[config.mk]
export PLATFORM = sky130hd
export DESIGN_NAME = note_sequencer
export DESIGN_NICKNAME = d
export VERILOG_FILES = /design/src/rtl/noctavia_pkg.sv /design/src/rtl/note_sequencer_song_rom.sv /design/src/rtl/note_sequencer.sv
export SDC_FILE = /design/constraint.sdc
export NUM_CORES = 1
export LEC_CHECK = 0
export ABC_CLOCK_PERIOD_IN_PS = 7600
export CORE_UTILIZATION = 25
export CTS_BUF_LIST = sky130_fd_sc_hd__clkbuf_16
export CTS_CLUSTER_DIAMETER = 50
export CTS_CLUSTER_SIZE = 8
export DETAILED_ROUTE_END_ITERATION = 10
export PLACE_DENSITY = 0.46
export SLEW_MARGIN = 20
export SYNTH_ARGS = -nofsm -noshare
export SYNTH_HDL_FRONTEND = slang
export SYNTH_SLANG_ARGS = --single-unit
[constraint.sdc]
create_clock -name Noteclk -period 7.6 [get_ports Noteclk]
set_input_delay 0.76 -clock Noteclk [delete_from_list [all_inputs] [get_ports Noteclk]]
set_output_delay 0.76 -clock Noteclk [all_outputs]
set_load 0.01 [all_outputs]
[src/rtl/noctavia_pkg.sv]
// Shared types and constants for the note sequencer slice.
package noctavia_pkg;

  localparam int unsigned TIME_W = 21;
  localparam int unsigned KEY_W  = 5;

  localparam int unsigned KEY_C = 0;
  localparam int unsigned KEY_D = 1;
  localparam int unsigned KEY_E = 2;
  localparam int unsigned KEY_F = 3;
  localparam int unsigned KEY_G = 4;

  typedef enum logic [1:0] {IDLE, RUN, WAIT_KEY, DONE} seq_state_t;

  typedef struct packed {
    logic [TIME_W-1:0] etime;
    logic [KEY_W-1:0]  mask;
  } song_entry_t;

  function automatic logic [KEY_W-1:0] key_bit(input int unsigned pos);
    return KEY_W'(1) << pos;
  endfunction

  function automatic song_entry_t ent(input int unsigned t, input logic [KEY_W-1:0] m);
    song_entry_t e;
    e.etime = TIME_W'(t);
    e.mask  = m;
    return e;
  endfunction

endpackage

[src/rtl/note_sequencer_song_rom.sv]
// Song table: note time and required key mask per entry, 44 entries.
module song_rom
  import noctavia_pkg::*;
#(
  parameter int unsigned IDX_W = 6
) (
  input  logic [IDX_W-1:0] idx_i,
  output song_entry_t      entry_o
);

  localparam logic [KEY_W-1:0] C = key_bit(KEY_C);
  localparam logic [KEY_W-1:0] D = key_bit(KEY_D);
  localparam logic [KEY_W-1:0] E = key_bit(KEY_E);
  localparam logic [KEY_W-1:0] F = key_bit(KEY_F);
  localparam logic [KEY_W-1:0] G = key_bit(KEY_G);

  // Table lookup; unused indices read as an unreachable time with no keys
  always_comb begin
    entry_o = ent(0, '0);
    entry_o.etime = '1;
    case (int'(idx_i))
      0:  entry_o = ent(417,  C);
      1:  entry_o = ent(460,  E);
      2:  entry_o = ent(503,  D);
      3:  entry_o = ent(546,  F);
      4:  entry_o = ent(589,  G);
      5:  entry_o = ent(632,  C | E);
      6:  entry_o = ent(675,  E);
      7:  entry_o = ent(718,  F | G);
      8:  entry_o = ent(761,  C);
      9:  entry_o = ent(804,  D);
      10: entry_o = ent(847,  E);
      11: entry_o = ent(890,  F);
      12: entry_o = ent(933,  G);
      13: entry_o = ent(976,  C | E | G);
      14: entry_o = ent(1019, D);
      15: entry_o = ent(1062, F);
      16: entry_o = ent(1105, E);
      17: entry_o = ent(1148, C);
      18: entry_o = ent(1191, D | F);
      19: entry_o = ent(1234, G);
      20: entry_o = ent(1277, E);
      21: entry_o = ent(1320, C);
      22: entry_o = ent(1363, D);
      23: entry_o = ent(1406, E | G);
      24: entry_o = ent(1449, F);
      25: entry_o = ent(1492, G);
      26: entry_o = ent(1535, C);
      27: entry_o = ent(1578, C | E);
      28: entry_o = ent(1621, D);
      29: entry_o = ent(1664, E);
      30: entry_o = ent(1707, F | G);
      31: entry_o = ent(1750, G);
      32: entry_o = ent(1793, E);
      33: entry_o = ent(1836, D);
      34: entry_o = ent(1879, C);
      35: entry_o = ent(1922, C | E | G);
      36: entry_o = ent(1965, F);
      37: entry_o = ent(2008, E);
      38: entry_o = ent(2051, D);
      39: entry_o = ent(2094, D | F);
      40: entry_o = ent(2137, C);
      41: entry_o = ent(2180, E);
      42: entry_o = ent(2223, G);
      43: entry_o = ent(2266, C | E | G);
      default: ;
    endcase
  end

endmodule

[src/rtl/note_sequencer.sv]
// Song-level controller: walks the song table, gates the note timer,
// scores hits and late hits. Optional skip-on-stall: NOTE_SKIP_TIMEOUT_EN.
module note_sequencer
  import noctavia_pkg::*;
#(
  parameter int unsigned NUM_NOTES = 44,
  parameter int unsigned IDX_W     = 6,
  parameter int unsigned CNT_W     = 8
`ifdef NOTE_SKIP_TIMEOUT_EN
  , parameter int unsigned STALL_MAX = 1023
`endif
) (
  input  logic              Noteclk,
  input  logic              reset,
  input  logic              start,
  input  logic [KEY_W-1:0]  keys,
  input  logic [TIME_W-1:0] note_time,
  output logic              timer_en,
  output logic              timer_clr,
  output logic [IDX_W-1:0]  note_idx,
  output logic [KEY_W-1:0]  expected_mask,
  output logic              waiting,
  output logic              hit_pulse,
  output logic              late_pulse,
  output logic [CNT_W-1:0]  hit_count,
  output logic [CNT_W-1:0]  late_count,
  output logic              song_done
`ifdef NOTE_SKIP_TIMEOUT_EN
  , output logic             miss_pulse,
  output logic [CNT_W-1:0]  miss_count
`endif
);

  seq_state_t       state_q, state_d;
  logic [IDX_W-1:0] idx_q, idx_d;
  logic [CNT_W-1:0] hit_q, hit_d, late_q, late_d;
  logic             hit_p_q, hit_p_d, late_p_q, late_p_d, clr_q, clr_d;
  logic             keys_ok, due, last, resolve;
  song_entry_t      entry;

`ifdef NOTE_SKIP_TIMEOUT_EN
  localparam int unsigned STALL_W = $clog2(STALL_MAX + 1);
  logic [STALL_W-1:0] stall_q, stall_d;
  logic [CNT_W-1:0]   miss_q, miss_d;
  logic               miss_p_q, miss_p_d;
`endif

  function automatic logic [CNT_W-1:0] sat_inc(input logic [CNT_W-1:0] v);
    return (v == '1) ? v : v + 1'b1;
  endfunction

  song_rom #(.IDX_W(IDX_W)) u_rom (
    .idx_i   (idx_q),
    .entry_o (entry)
  );

  assign keys_ok = (keys & entry.mask) == entry.mask;
  // While timer_clr is out the timer still shows the previous song's value
  assign due     = !clr_q && (note_time >= entry.etime);
  assign last    = (idx_q == IDX_W'(NUM_NOTES - 1));

  // Next-state, scoring and timer enable
  always_comb begin
    state_d  = state_q;
    idx_d    = idx_q;
    hit_d    = hit_q;
    late_d   = late_q;
    hit_p_d  = 1'b0;
    late_p_d = 1'b0;
    clr_d    = 1'b0;
    resolve  = 1'b0;
    timer_en = 1'b0;
`ifdef NOTE_SKIP_TIMEOUT_EN
    stall_d  = stall_q;
    miss_d   = miss_q;
    miss_p_d = 1'b0;
`endif
    unique case (state_q)
      IDLE, DONE: begin
        if (start) begin
          state_d = RUN;
          idx_d   = '0;
          hit_d   = '0;
          late_d  = '0;
          clr_d   = 1'b1;
`ifdef NOTE_SKIP_TIMEOUT_EN
          miss_d  = '0;
`endif
        end
      end
      RUN: begin
        timer_en = !(due && !keys_ok);
        if (due) begin
          if (keys_ok) begin
            hit_d   = sat_inc(hit_q);
            hit_p_d = 1'b1;
            resolve = 1'b1;
          end else begin
            state_d = WAIT_KEY;
`ifdef NOTE_SKIP_TIMEOUT_EN
            stall_d = '0;
`endif
          end
        end
      end
      WAIT_KEY: begin
        if (keys_ok) begin
          late_d   = sat_inc(late_q);
          late_p_d = 1'b1;
          resolve  = 1'b1;
        end
`ifdef NOTE_SKIP_TIMEOUT_EN
        else if (stall_q == STALL_W'(STALL_MAX - 1)) begin
          miss_d   = sat_inc(miss_q);
          miss_p_d = 1'b1;
          resolve  = 1'b1;
        end else begin
          stall_d = stall_q + 1'b1;
        end
`endif
      end
      default: state_d = IDLE;
    endcase
    if (resolve) begin
      if (last) begin
        state_d = DONE;
      end else begin
        idx_d   = idx_q + 1'b1;
        state_d = RUN;
      end
    end
  end

  // State and score registers
  always_ff @(posedge Noteclk or negedge reset) begin
    if (!reset) begin
      state_q  <= IDLE;
      idx_q    <= '0;
      hit_q    <= '0;
      late_q   <= '0;
      hit_p_q  <= 1'b0;
      late_p_q <= 1'b0;
      clr_q    <= 1'b0;
`ifdef NOTE_SKIP_TIMEOUT_EN
      stall_q  <= '0;
      miss_q   <= '0;
      miss_p_q <= 1'b0;
`endif
    end else begin
      state_q  <= state_d;
      idx_q    <= idx_d;
      hit_q    <= hit_d;
      late_q   <= late_d;
      hit_p_q  <= hit_p_d;
      late_p_q <= late_p_d;
      clr_q    <= clr_d;
`ifdef NOTE_SKIP_TIMEOUT_EN
      stall_q  <= stall_d;
      miss_q   <= miss_d;
      miss_p_q <= miss_p_d;
`endif
    end
  end

  assign timer_clr     = clr_q;
  assign note_idx      = idx_q;
  assign expected_mask = entry.mask;
  assign waiting       = (state_q == WAIT_KEY);
  assign song_done     = (state_q == DONE);
  assign hit_pulse     = hit_p_q;
  assign late_pulse    = late_p_q;
  assign hit_count     = hit_q;
  assign late_count    = late_q;
`ifdef NOTE_SKIP_TIMEOUT_EN
  assign miss_pulse    = miss_p_q;
  assign miss_count    = miss_q;
`endif

endmodule

==> results.yml, run 1 <==
global_route:
  grt_usage_pct: 16.9
  grt_pass1_vias: 3738
  grt_max_degree: 35
  grt-ovfl-total: 0
  grt_pass1_wl_mm: 19.4
  antenna_found_initial: 0
cts:
  clockBufferDepth: 2
  cts.sinks: 27
  root_buffer: "clkbuf_16"
  cts_resized: 0
  cts_buffers: 3
  cts_hold_buf: 0
  clk_pin_slew_worst_paths_ps: 70
  cts.htree.levels: 1
  cts_tree: "done"
  clk-insertion-delay-late_ps: 260
  postCtsSetupRepairBufs: 0
floorplan:
  coreArea_mm2: 0.0133
  rows: 42
  die-height_um: 119
  initial_utilization_pct: 25.7
  ios: 62
  fp.dieW_um: 119
  dieArea_mm2: 0.0142
run:
  maxCapViolCount: 0
timing:
  setup_slack_ps: 1330
  setup-tns-final_ps: 0
  relSlewSlack_pct: 43.1
  fin_crit_sh_pct: 82.5
  setup_viol: 0
  tightest_slew_ps: 854
  period_needed_ps: 6270
  finalHoldViolations: 0
  rsz0062_at_grt: "false"
  slew_viol_final: 0
  clock_skew_ps: 4.23
  max_freq_mhz: 160
logic_synthesis:
  yosysTopAreaCell: "dfrtp_1"
  synth_seq_area_share_pct: 19.8
  ys_seq_elements: 27
  async_flop_share_pct: 100
  synth_cell_types: 68
  synthTopCellsByArea: "dfrtp_1 (20%), ha_1 (11%), nand2_1 (5.7%)"
  yosysWarningCount: 0
  ys_top_cells_by_count: "nand2_1 (52), nor2_1 (46), ha_1 (30)"
  yosysTopAreaCellShare_pct: 19.8
  synthCells: 462
  synth.most_common_cell: "nand2_1"
  synth-edff-count: 0
  netlist_area_mm2: 0.00342
  syn-num-nets: 521
  synth.avg_cell_area_um2: 7.40
  synthFlopType: "dfrtp_1"
cells_and_area:
  drive_gt1_share_pct: 4.75
  nNetsFinal: 565
  antenna_cells: 0
  finalNonFillerCells: 681
  syn_to_final_growth_pct: 24.0
power_and_ir_drop:
  leakage_nw: 1.68
  switching_power_mw: 0.626
  power.sequential.fraction_pct: 17.3
  p_sw_share_pct: 51.1
  ir_drop_mv: 0.147
  clock_power_share_pct: 10.2
  comb_power_share_pct: 72.6
  p_int_mw: 0.599
  power_density_mw_per_mm2: 289
place:
  dp_hpwl_mm: 9.02
  numPlacedInstances: 677
  io_buffers: 61
  gp_congestion: 0.912
  pre_cts_ws_ps: 1620
routing:
  drt_iter0_drc: 251
  via_per_inst: 5.55
  vias: 3777
  route.detailed.drc: 0
  ant_nets: 0
  firstDrtPassIters: 8
  routedWlPerCell_um: 17.5
  wirelength_mm: 11.9
worst_setup_path:
  r2r-end: "hit_count[7]"
  r2r-start: "note_idx[0]"
  r2r_cells: 17
  reg2reg_slack_ps: 1770
  crit_type: "reg2out"
  arrival_ps: 5510
  crit_start: "note_idx[0]"
  start_kind: "register"
  cp-end-kind: "output pin"
  path_max_fanout: 20
  crit_required_ps: 6840
worst_hold_path:
  hold_path.class: "reg2reg"
  holdPathEnd: "late_count[1]"
  hp-start: "late_count[1]"
  hold_path_depth: 2
run_status:
  status: "finished, final reports clean"
-- final cells by class --
class | instances | area [µm²]
Clock buffer | 3 | 75.1
Sequential cell | 27 | 676
Timing Repair Buffer | 69 | 671
Fill cell | 1404 | 9050
Inverter | 23 | 86.3
Clock inverter | 1 | 7.51
Tap cell | 176 | 220
Multi-Input combinational cell | 382 | 2510
-- placed cells by master (no fill, tap or decap), types with 9 or more instances in the layout --
master	instances
o21ai_0	29
dfrtp_1	27
nand4_1	11
nand2b_1	13
nor3_1	10
nor2_1	46
nand2_1	52
ha_1	30
mux2i_1	9
inv_1	23
a21oi_1	28
nand3_1	16
nor2b_1	13
clkdlybuf4s50_1	61
-- power by group through the flow --
stage | clock [mW] | combinational (mW) | sequential [mW]
after global routing | 0.135 | 0.999 | 0.217
after floorplan | 0 | 0.611 | 0.210
final | 0.125 | 0.889 | 0.211
after detailed placement | 0 | 0.887 | 0.213
after global placement | 0 | 0.886 | 0.214
after CTS | 0.131 | 0.892 | 0.211
-- state kept, by name (all words and copies together), names as in the netlist --
register / flops
hit_count: 8
hit_pulse: 1
late_count: 8
late_pulse: 1
note_idx: 6
state_q: 2
timer_clr: 1
-- worst max-delay path by stage --
| stage | end | slack (ps) | cells past startpoint |
|---|---|---|---|
| CTS | timer_en | 1310 | 15 |
| global route | timer_en | 870 | 15 |
| global placement | timer_en | 1580 | 15 |
| detailed placement | timer_en | 1620 | 15 |
| finish | timer_en | 1330 | 15 |
| floorplan | hit_count[7] | 2610 | 19 |
-- critical path, cell delays in order (launching register included) --
cell and delay [ps]:
dfrtp_1 480, inv_1 100, ha_1 460, or2_2 470, o21ai_0 290, nand4_1 180
or4_1 880, o2111ai_1 290, a21oi_1 110, ha_1 330, a21oi_1 120, o21ai_0 90
a221oi_1 500, a31oi_4 190, a21oi_1 200, clkdlybuf4s50_1 560
-- metrics by stage --
step	hold WS [ps]	area [µm²]	util, %	total power [mW]
final	542	4240	31.9	1.22
after floorplan	464	3420	-	0.821
after global routing	567	4240	31.9	1.35
after CTS	546	4240	31.9	1.23
after detailed placement	524	4160	31.3	1.10
after global placement	526	4160	31.3	1.10
-- layer usage --
metal | global-route usage, % | up-vias | share of wire [%]
met1 | 22.2 | 1806 | 44
met4 | 5.85 | 0 | 2.4
met5 | 0 | - | 0
met3 | 1.92 | 24 | 5.6
met2 | 28.4 | 138 | 48
li1 | - | 1809 | -
-- logic make-up (layout without fill, tap and decap cells) --
family	after synthesis	in the layout	synth area share [%]
fa+ha+maj	30	30	11.0
flops	27	27	19.8
compound gates	138	138	28.7
mux	10	10	2.96
xor+xnor	6	6	1.54
buf+inv	53	96	6.95
simple gates	198	198	29.2
No activity file was read; power rests on OpenSTA's default activity.
==> inputs of run 2 (changes only) <==
- ABC_CLOCK_PERIOD_IN_PS: 7600 -> 5400
- PLACE_DENSITY: 0.46 -> 0.48
- clock period: 7.6 -> 5.4 ns (I/O delays scaled with it)
==> run 2 against run 1 <==
Global-route usage grew 0.66 points. Register-to-register slack worse by 1400 ps. Worst hold slack improved by 16 ps. Critical endpoint unchanged. Highest routed layer unchanged.
==> results.yml, run 2 (same netlist as run 1, synthesis figures left out) <==
cells_and_area:
  final_cell_mix: "clkdlybuf4s50_1 (61), nand2_1 (52), nor2_1 (45)"
  final_common_cell: "clkdlybuf4s50_1"
  multi_input_area_mm2: 0.00253
  syn_to_final_growth_pct: 31.0
  fill_cells: 1445
  drive_gt1_share_pct: 10.5
  antenna_cells: 0
  nNetsFinal: 592
  regArea_um2: 678
  finalNonFillerCells: 708
worst_setup_path:
  critical-path-max-stage-delay_ps: 620
  cp-end-kind: "output pin"
  critical_path.top_delay_family: "simple AND/OR/NAND/NOR gates"
  start_kind: "register"
  crit_slowest_cell: "or4_4"
  path_max_fanout: 10
  path_buf_inv: 4
  crit_type: "reg2out"
  r2r_cells: 17
  path_cells: "inv_1 > ha_1 > buf_4 > or2_2 > a31oi_4 > o22ai_1 > or4_4 > buf_4 > ha_1 > nand4_1 > or4_1 > a31o_2 > a31oi_4 > a21oi_1 > clkdlybuf4s50_1"
  arrival_ps: 4670
  cp.depth: 15
  crit_required_ps: 4860
cts:
  clockBufferDepth: 2
  cts_hold_buf: 0
  cts_buffers: 3
  root_buffer: "clkbuf_16"
  cts.htree.levels: 1
  clk_pin_slew_worst_paths_ps: 70
  clk-insertion-delay-late_ps: 260
  cts_tree: "done"
  cts.sinks: 27
timing:
  clock_skew_ps: 5.95
  relSlewSlack_pct: 59.7
  setup-tns-final_ps: 0
  slew_viol_final: 0
  setup_slack_ps: 191
  tightest_slew_ps: 604
  holdWs_ps: 558
  fin_crit_sh_pct: 96.5
  period_needed_ps: 5210
  setup_viol: 0
  max_freq_mhz: 192
  finalHoldViolations: 0
global_route:
  grt_usage_pct: 17.5
  grt_max_degree: 28
  grt_pass1_wl_mm: 20.1
  grt_pass1_vias: 3830
  antenna_found_initial: 0
  grt-ovfl-total: 0
floorplan:
  initial_utilization_pct: 25.7
  dieArea_mm2: 0.0142
  die-height_um: 119
  ios: 62
  rows: 42
  coreArea_mm2: 0.0133
  fp.dieW_um: 119
place:
  numPlacedInstances: 701
  gp_congestion: 0.953
  io_buffers: 61
  dp_hpwl_mm: 9.76
  pre_cts_ws_ps: 163
power_and_ir_drop:
  p_sw_share_pct: 49.6
  clock_power_share_pct: 9.3
  switching_power_mw: 0.907
  power_density_mw_per_mm2: 408
  ir_drop_mv: 0.238
  finalPower_mw: 1.83
  comb_power_share_pct: 74.6
  power.sequential.fraction_pct: 16.1
  leakage_nw: 1.82
  p_int_mw: 0.921
run_status:
  status: "finished, final reports clean"
routing:
  via_per_inst: 5.42
  ant_nets: 0
  wirelength_mm: 12.4
  routedWlPerCell_um: 17.5
  firstDrtPassIters: 5
  route.detailed.drc: 0
  vias: 3839
  drt_iter0_drc: 282
run:
  maxCapViolCount: 0
worst_hold_path:
  hold_path_depth: 2
  hold_path.class: "reg2reg"
-- run 2: cell types whose count changed in the layout (fill, tap and decap cells not counted), sizes merged --
cell,before,now
buf,8,35
inv,23,24
clkinvlp,1,0
-- run 2: layout make-up --
class | count | share of cell area, %
clock buffers | 3 | 1.68
clock inverters | 1 | 0.0838
inverters | 23 | 1.93
multi-input cells | 382 | 56.5
flip-flops and latches | 27 | 15.1
well taps | 176 | 4.91
repair buffers | 96 | 19.8
-- run 2: path summary, 6_finish.rpt --
check | start | endpoint | slack (ps)
max | note_idx[1] | timer_en | 190
min | late_count[1] | late_count[1] | 560
max reg2reg | note_idx[1] | hit_count[7] | 410
min reg2reg | late_count[1] | late_count[1] | 560
max in group asynchronous | reset | note_idx[1] | 4450
min in group asynchronous | reset | late_count[3] | 650
-- run 2: repair_timing --
| item | 4_1_cts | 5_1_grt |
|---|---|---|
| endpoints found under the setup margin | 1 | 2 |
| endpoints found under the hold margin | 0 | 0 |
| pin swaps | 0 | 1 |
| gates resized for setup | 1 | 6 |
| buffers inserted | 0 | 3 |
-- run 2: power by group through the flow --
| stage | combinational, mW | clock, mW | sequential [mW] |
|---|---|---|---|
| 3_3_place_gp | 1.33 | 0 | 0.296 |
| 3_5_place_dp | 1.33 | 0 | 0.296 |
| 2_1_floorplan | 0.860 | 0 | 0.295 |
| 6_report | 1.36 | 0.170 | 0.294 |
| 5_1_grt | 1.52 | 0.189 | 0.301 |
| 4_1_cts | 1.35 | 0.179 | 0.293 |
-- run 2: layer usage --
layer	vias to the layer above	track usage (%)	wire length (µm)
li1	1863	-	-
met1	1827	22.7	5550
met2	122	30.6	5960
met3	27	1.44	527
met4	0	5.62	367
met5	-	0	0
-- run 2: metrics by stage --
step           cell area, µm²  utilization (%)
2_1_floorplan            3420                -
3_3_place_gp             4350             32.7
3_5_place_dp             4350             32.7
4_1_cts                  4440             33.4
5_1_grt                  4480             33.7
6_report                 4480             33.7
-- run 2: worst min-delay path, cell delays in order, from the launching register on --
cell and delay, ps:
dfrtp_1 390, nand2_1 60, o21ai_0 70
==> inputs of run 3 (changes only) <==
- CELL_PAD_IN_SITES_DETAIL_PLACEMENT: default -> 1
- CELL_PAD_IN_SITES_GLOBAL_PLACEMENT: default -> 1
- CORE_ASPECT_RATIO: default -> 0.8
- PLACE_DENSITY: 0.48 -> 0.61
==> run 3 against run 2 <==
Non-clock buffer count increased by 1. Worst hold slack gained 3.8 ps. Final area grew 0.22%. Wire length is 10% higher. Cell count stayed put. Core utilization rose by 0.58 points. Sequential power rose by 1%. Global-route usage grew 1.9 points. Sequential cell count unchanged. Highest routed layer unchanged. Clock skew is 1.8 ps higher.
==> results.yml, run 3 (same netlist as run 1, synthesis figures left out) <==
run:
  maxCapViolCount: 0
worst_setup_path:
  start_kind: "register"
  crit_required_ps: 4860
  crit_type: "reg2out"
  arrival_ps: 4660
  cp-end-kind: "output pin"
  path_max_fanout: 12
worst_hold_path:
  hold_path.class: "reg2reg"
cells_and_area:
  finalNonFillerCells: 708
  syn_to_final_growth_pct: 31.3
  final_common_cell: "clkdlybuf4s50_1"
  nNetsFinal: 593
  drive_gt1_share_pct: 11.8
  fin_util_pct: 34.3
  final_cell_mix: "clkdlybuf4s50_1 (61), nand2_1 (52), nor2_1 (43)"
  antenna_cells: 0
  fill_cells: 1604
cts:
  root_buffer: "clkbuf_16"
  cts_buffers: 3
  cts_hold_buf: 0
  clockBufferDepth: 2
  cts.htree.levels: 1
  cts_tree: "done"
  cts.sinks: 27
  clk-insertion-delay-late_ps: 270
  clk_pin_slew_worst_paths_ps: 70
power_and_ir_drop:
  ir_drop_mv: 0.241
  clock_power_share_pct: 9.1
  leakage_nw: 1.82
  p_int_mw: 0.962
  p_sw_share_pct: 50.0
  power.sequential.fraction_pct: 15.5
  switching_power_mw: 0.960
  power_density_mw_per_mm2: 428
  comb_power_share_pct: 75.4
timing:
  clock_skew_ps: 7.75
  fin_crit_sh_pct: 96.3
  period_needed_ps: 5200
  slew_viol_final: 0
  finalHoldViolations: 0
  setup_viol: 0
  max_freq_mhz: 192
  tightest_slew_ps: 593
  rsz0062_at_grt: "false"
  setup-tns-final_ps: 0
  relSlewSlack_pct: 60.5
routing:
  firstDrtPassIters: 4
  via_per_inst: 5.51
  drt_iter0_drc: 292
  ant_nets: 0
  wirelength_mm: 13.7
  vias: 3901
  routedWlPerCell_um: 19.3
  route.detailed.drc: 0
floorplan:
  dieArea_mm2: 0.0142
  coreArea_mm2: 0.0131
  rows: 37
  die-height_um: 107
  ios: 62
  initial_utilization_pct: 26.1
  fp.dieW_um: 133
place:
  gp_congestion: 0.931
  io_buffers: 61
  numPlacedInstances: 702
  dp_hpwl_mm: 10.9
global_route:
  grt_pass1_wl_mm: 22.0
  grt_usage_pct: 19.4
  grt_max_degree: 29
  antenna_found_initial: 0
  grt-ovfl-total: 0
  grt_pass1_vias: 3986
run_status:
  status: "finished, final reports clean"
==> run 3: final timing paths <==
| kind | from | endpoint | slack [ps] | cells after the start |
|---|---|---|---|---|
| setup reg to reg | note_idx[5] | hit_count[7] | 420 | 16 |
| max in group asynchronous | reset | note_idx[1] | 4450 | 2 |
| hold / removal | late_count[1] | late_count[1] | 560 | 2 |
| hold reg to reg | late_count[1] | late_count[1] | 560 | 2 |
| setup / recovery | note_idx[5] | timer_en | 200 | 14 |
| min in group asynchronous | reset | late_count[3] | 650 | 2 |
==> run 3: layer usage <==
layer  share of wire [%]  vias to the layer above  GRT usage (%)
met5                   0                        -              0
met4                0.75                        0           2.55
met3                 6.5                        6           2.88
met2                  44                      123           30.1
met1                  49                     1919           28.7
li1                    -                     1853              -
==> run 3: stage by stage <==
stage / power (mW) / hold slack (ps) / area [µm²] / setup slack (ps)
after detailed placement: 1.71 / 552 / 4350 / 110
after floorplan: 1.15 / 244 / 3420 / 409
final: 1.92 / 561 / 4490 / 200
after global placement: 1.67 / 530 / 4350 / 166
after global routing: 2.10 / 612 / 4490 / 0.305
after CTS: 1.90 / 567 / 4440 / 64.3
==> run 3: area by class of cell <==
type | count | area, µm² | area share (%)
multi-input combinational | 382 | 2540 | 56.7
timing repair buffer | 97 | 881 | 19.6
sequential | 27 | 679 | 15.1
inverter | 23 | 86.3 | 1.92
clock inverter | 1 | 5.00 | 0.111
tap | 175 | 219 | 4.88
clock buffer | 3 | 75.1 | 1.67
==> run 3: power groups by stage <==
stage | combinational [mW] | sequential [mW] | clock [mW]
3_3_place_gp | 1.37 | 0.298 | 0
4_1_cts | 1.43 | 0.298 | 0.179
6_report | 1.45 | 0.298 | 0.174
5_1_grt | 1.61 | 0.305 | 0.184
2_1_floorplan | 0.860 | 0.295 | 0
3_5_place_dp | 1.41 | 0.301 | 0
==> run 3: what timing repair did <==
item                                    in CTS  in global routing
buffers inserted                             0                  2
gates resized for setup                      4                 10
endpoints found under the setup margin       1                  2
==> run 3: worst max-delay path, cell delays in order, from the launching register on <==
cell,delay (ps)
dfrtp_1,660
or2_0,370
a311o_1,270
nand4_1,170
or4_4,620
buf_4,190
o221ai_1,110
nor3_1,100
ha_1,280
nand2_1,50
or4_1,490
a31o_2,250
a31oi_4,210
a21oi_1,110
clkdlybuf4s50_1,490
==> patch (settings of run 2) <==
Build with the macro `NOTE_SKIP_TIMEOUT_EN` defined.
--- a/src/rtl/note_sequencer.sv
+++ b/src/rtl/note_sequencer.sv
@@ -2,2 +2,4 @@
 // scores hits and late hits. Optional skip-on-stall: NOTE_SKIP_TIMEOUT_EN.
+`define NOTE_SKIP_TIMEOUT_EN
+
 module note_sequencer
Formal check against the unedited RTL (old outputs only; new: miss_count and miss_pulse): same outputs for any inputs over 10 cycles, from zero or initial values and one cycle with reset low; that may be too few to reach the edited logic, so the function may still have changed.
==> patch against run 2 <==
- count of clock-buffer cells in the layout up 2
- global-route usage up 0.70 points
- sequential power up 79%
- power up 46%
- register-to-register slack better by 0.20 ns
- setup slack better by 0.12 ns
- cell area up 28%
- wire length up 33%
- synthesized area up 31%
- final cell count up 23%
- critical path depth up 4
- sequential cell count up 19
- clock power up 110%
- largest cell class unchanged
==> patch: results (changes against run 2) <==
INFO  sta            final_worst_hold_slack=0.352ns [-0.206 ns]
INFO  setup_path     worst_r2r_path_depth=20 [+3]
INFO  synth          synth_xor_area_share=1.53% [-0.0033 points]
INFO  setup_path     critical-path-max-stage-delay=0.54ns [-0.08 ns]
INFO  setup_path     r2r-start=note_idx[0]
INFO  setup_path     crit_path_top_delay_cell=sky130_fd_sc_hd__clkdlybuf4s50_1
INFO  setup_path     reg2reg_setup_slack=0.61ns [+0.20 ns]
INFO  power          internal_portion_of_total_power=1390uW [+50%]
INFO  power          power.sequential.total=527uW [+79%]
INFO  placed_design  routabilityCongestion=0.951 [-0.15%]
INFO  global_routing grt_pass1_wl=26,300microns [+31%]
INFO  synth          synth_seq_area_share=25.6% [+5.9 points]
INFO  clock_tree     worst_skew_pair.late_latency=0.29ns [+0.03 ns]
INFO  synth          yosys-mux-area-fraction=3.34% [+0.38 points]
INFO  global_routing vias_in_the_first_global_route=4,766 [+24%]
INFO  status         run_status=finished, final reports clean
INFO  power          combinationalPowerShare=66.8% [-7.8 points]
INFO  global_routing grt_usage=18.2% [+0.70 points]
INFO  synth          post_synth_fa_ha_maj_area_fraction=9.48% [-1.5 points]
INFO  setup_path     crit-reg2reg-capture=stall_q[2]
INFO  cells_and_area number_of_nets_in_the_finished_design=709 [+20%]
INFO  synth          synth_top_cells_by_count=sky130_fd_sc_hd__nand2_1 (55), sky130_fd_sc_hd__nor2_1 (55), sky130_fd_sc_hd__dfrtp_1 (46)
INFO  synth          synth_top_cells_by_area=sky130_fd_sc_hd__dfrtp_1 (26%), sky130_fd_sc_hd__ha_1 (9.5%), sky130_fd_sc_hd__nand2_1 (4.6%)
INFO  worst_hold_path worstHoldPathType=in2async
INFO  sta            slew_headroom=37.9% [-22 points]
INFO  cells_and_area fraction_of_final_layout_cells_with_drive_strength_greater_than_1=10.8% [+0.29 points]
INFO  clock_tree     h-tree-depth=2 [+1]
INFO  global_routing grt_max_degree=47 [+68%]
INFO  power          leakagePower=0.00239uW [+31%]
INFO  route          wire_per_inst=18.9microns [+8.0%]
INFO  synth          synth.distinct_cells=76 [+12%]
INFO  sta            fin_worst_skew=0.00567ns [-0.000284 ns]
INFO  route          drtPass1Iterations=6 [+1]
INFO  synth          postSynthRegisterBits=46 [+70%]
INFO  placed_design  port-buffer-count=70 [+15%]
INFO  cells_and_area fill_cells=1,861 [+29%]
INFO  synth          synth_fp_nets=635 [+22%]
INFO  synth          synth_compound_area_share=25.9% [-2.7 points]
patch: area by class of cell:
class,count,area share (%)
Sequential cell,46,20.2
Tap cell,225,4.92
Multi-Input combinational cell,469,53.7
Inverter,21,1.38
Timing Repair Buffer,103,16.9
Clock inverter,3,0.700
Clock buffer,5,2.19
patch: timing repair:
| item | 4_1_cts | 5_1_grt |
|---|---|---|
| hold endpoints to repair | 0 | 0 |
| endpoints found under the setup margin | 0 | 16 |
| gates resized for setup | 0 | 8 |
| setup buffers | 0 | 1 |
| hold buffers | 0 | 0 |
patch: per-layer routing:
layer	global-route usage, %	share of wire, %
met4	5.56	2.4
met5	0	0
met1	24.4	44
met3	2.57	6.0
met2	30.0	47
patch: through the flow:
step	worst slack [ns]	utilization, %	instance area [sq um]	instances
detailed placement	0.418	31.8	5540	863
global route	0.0400	32.8	5720	872
floorplan	0.606	-	4490	572
CTS	0.0966	32.7	5700	871
finish	0.311	32.8	5720	872
global placement	0.421	31.8	5540	863
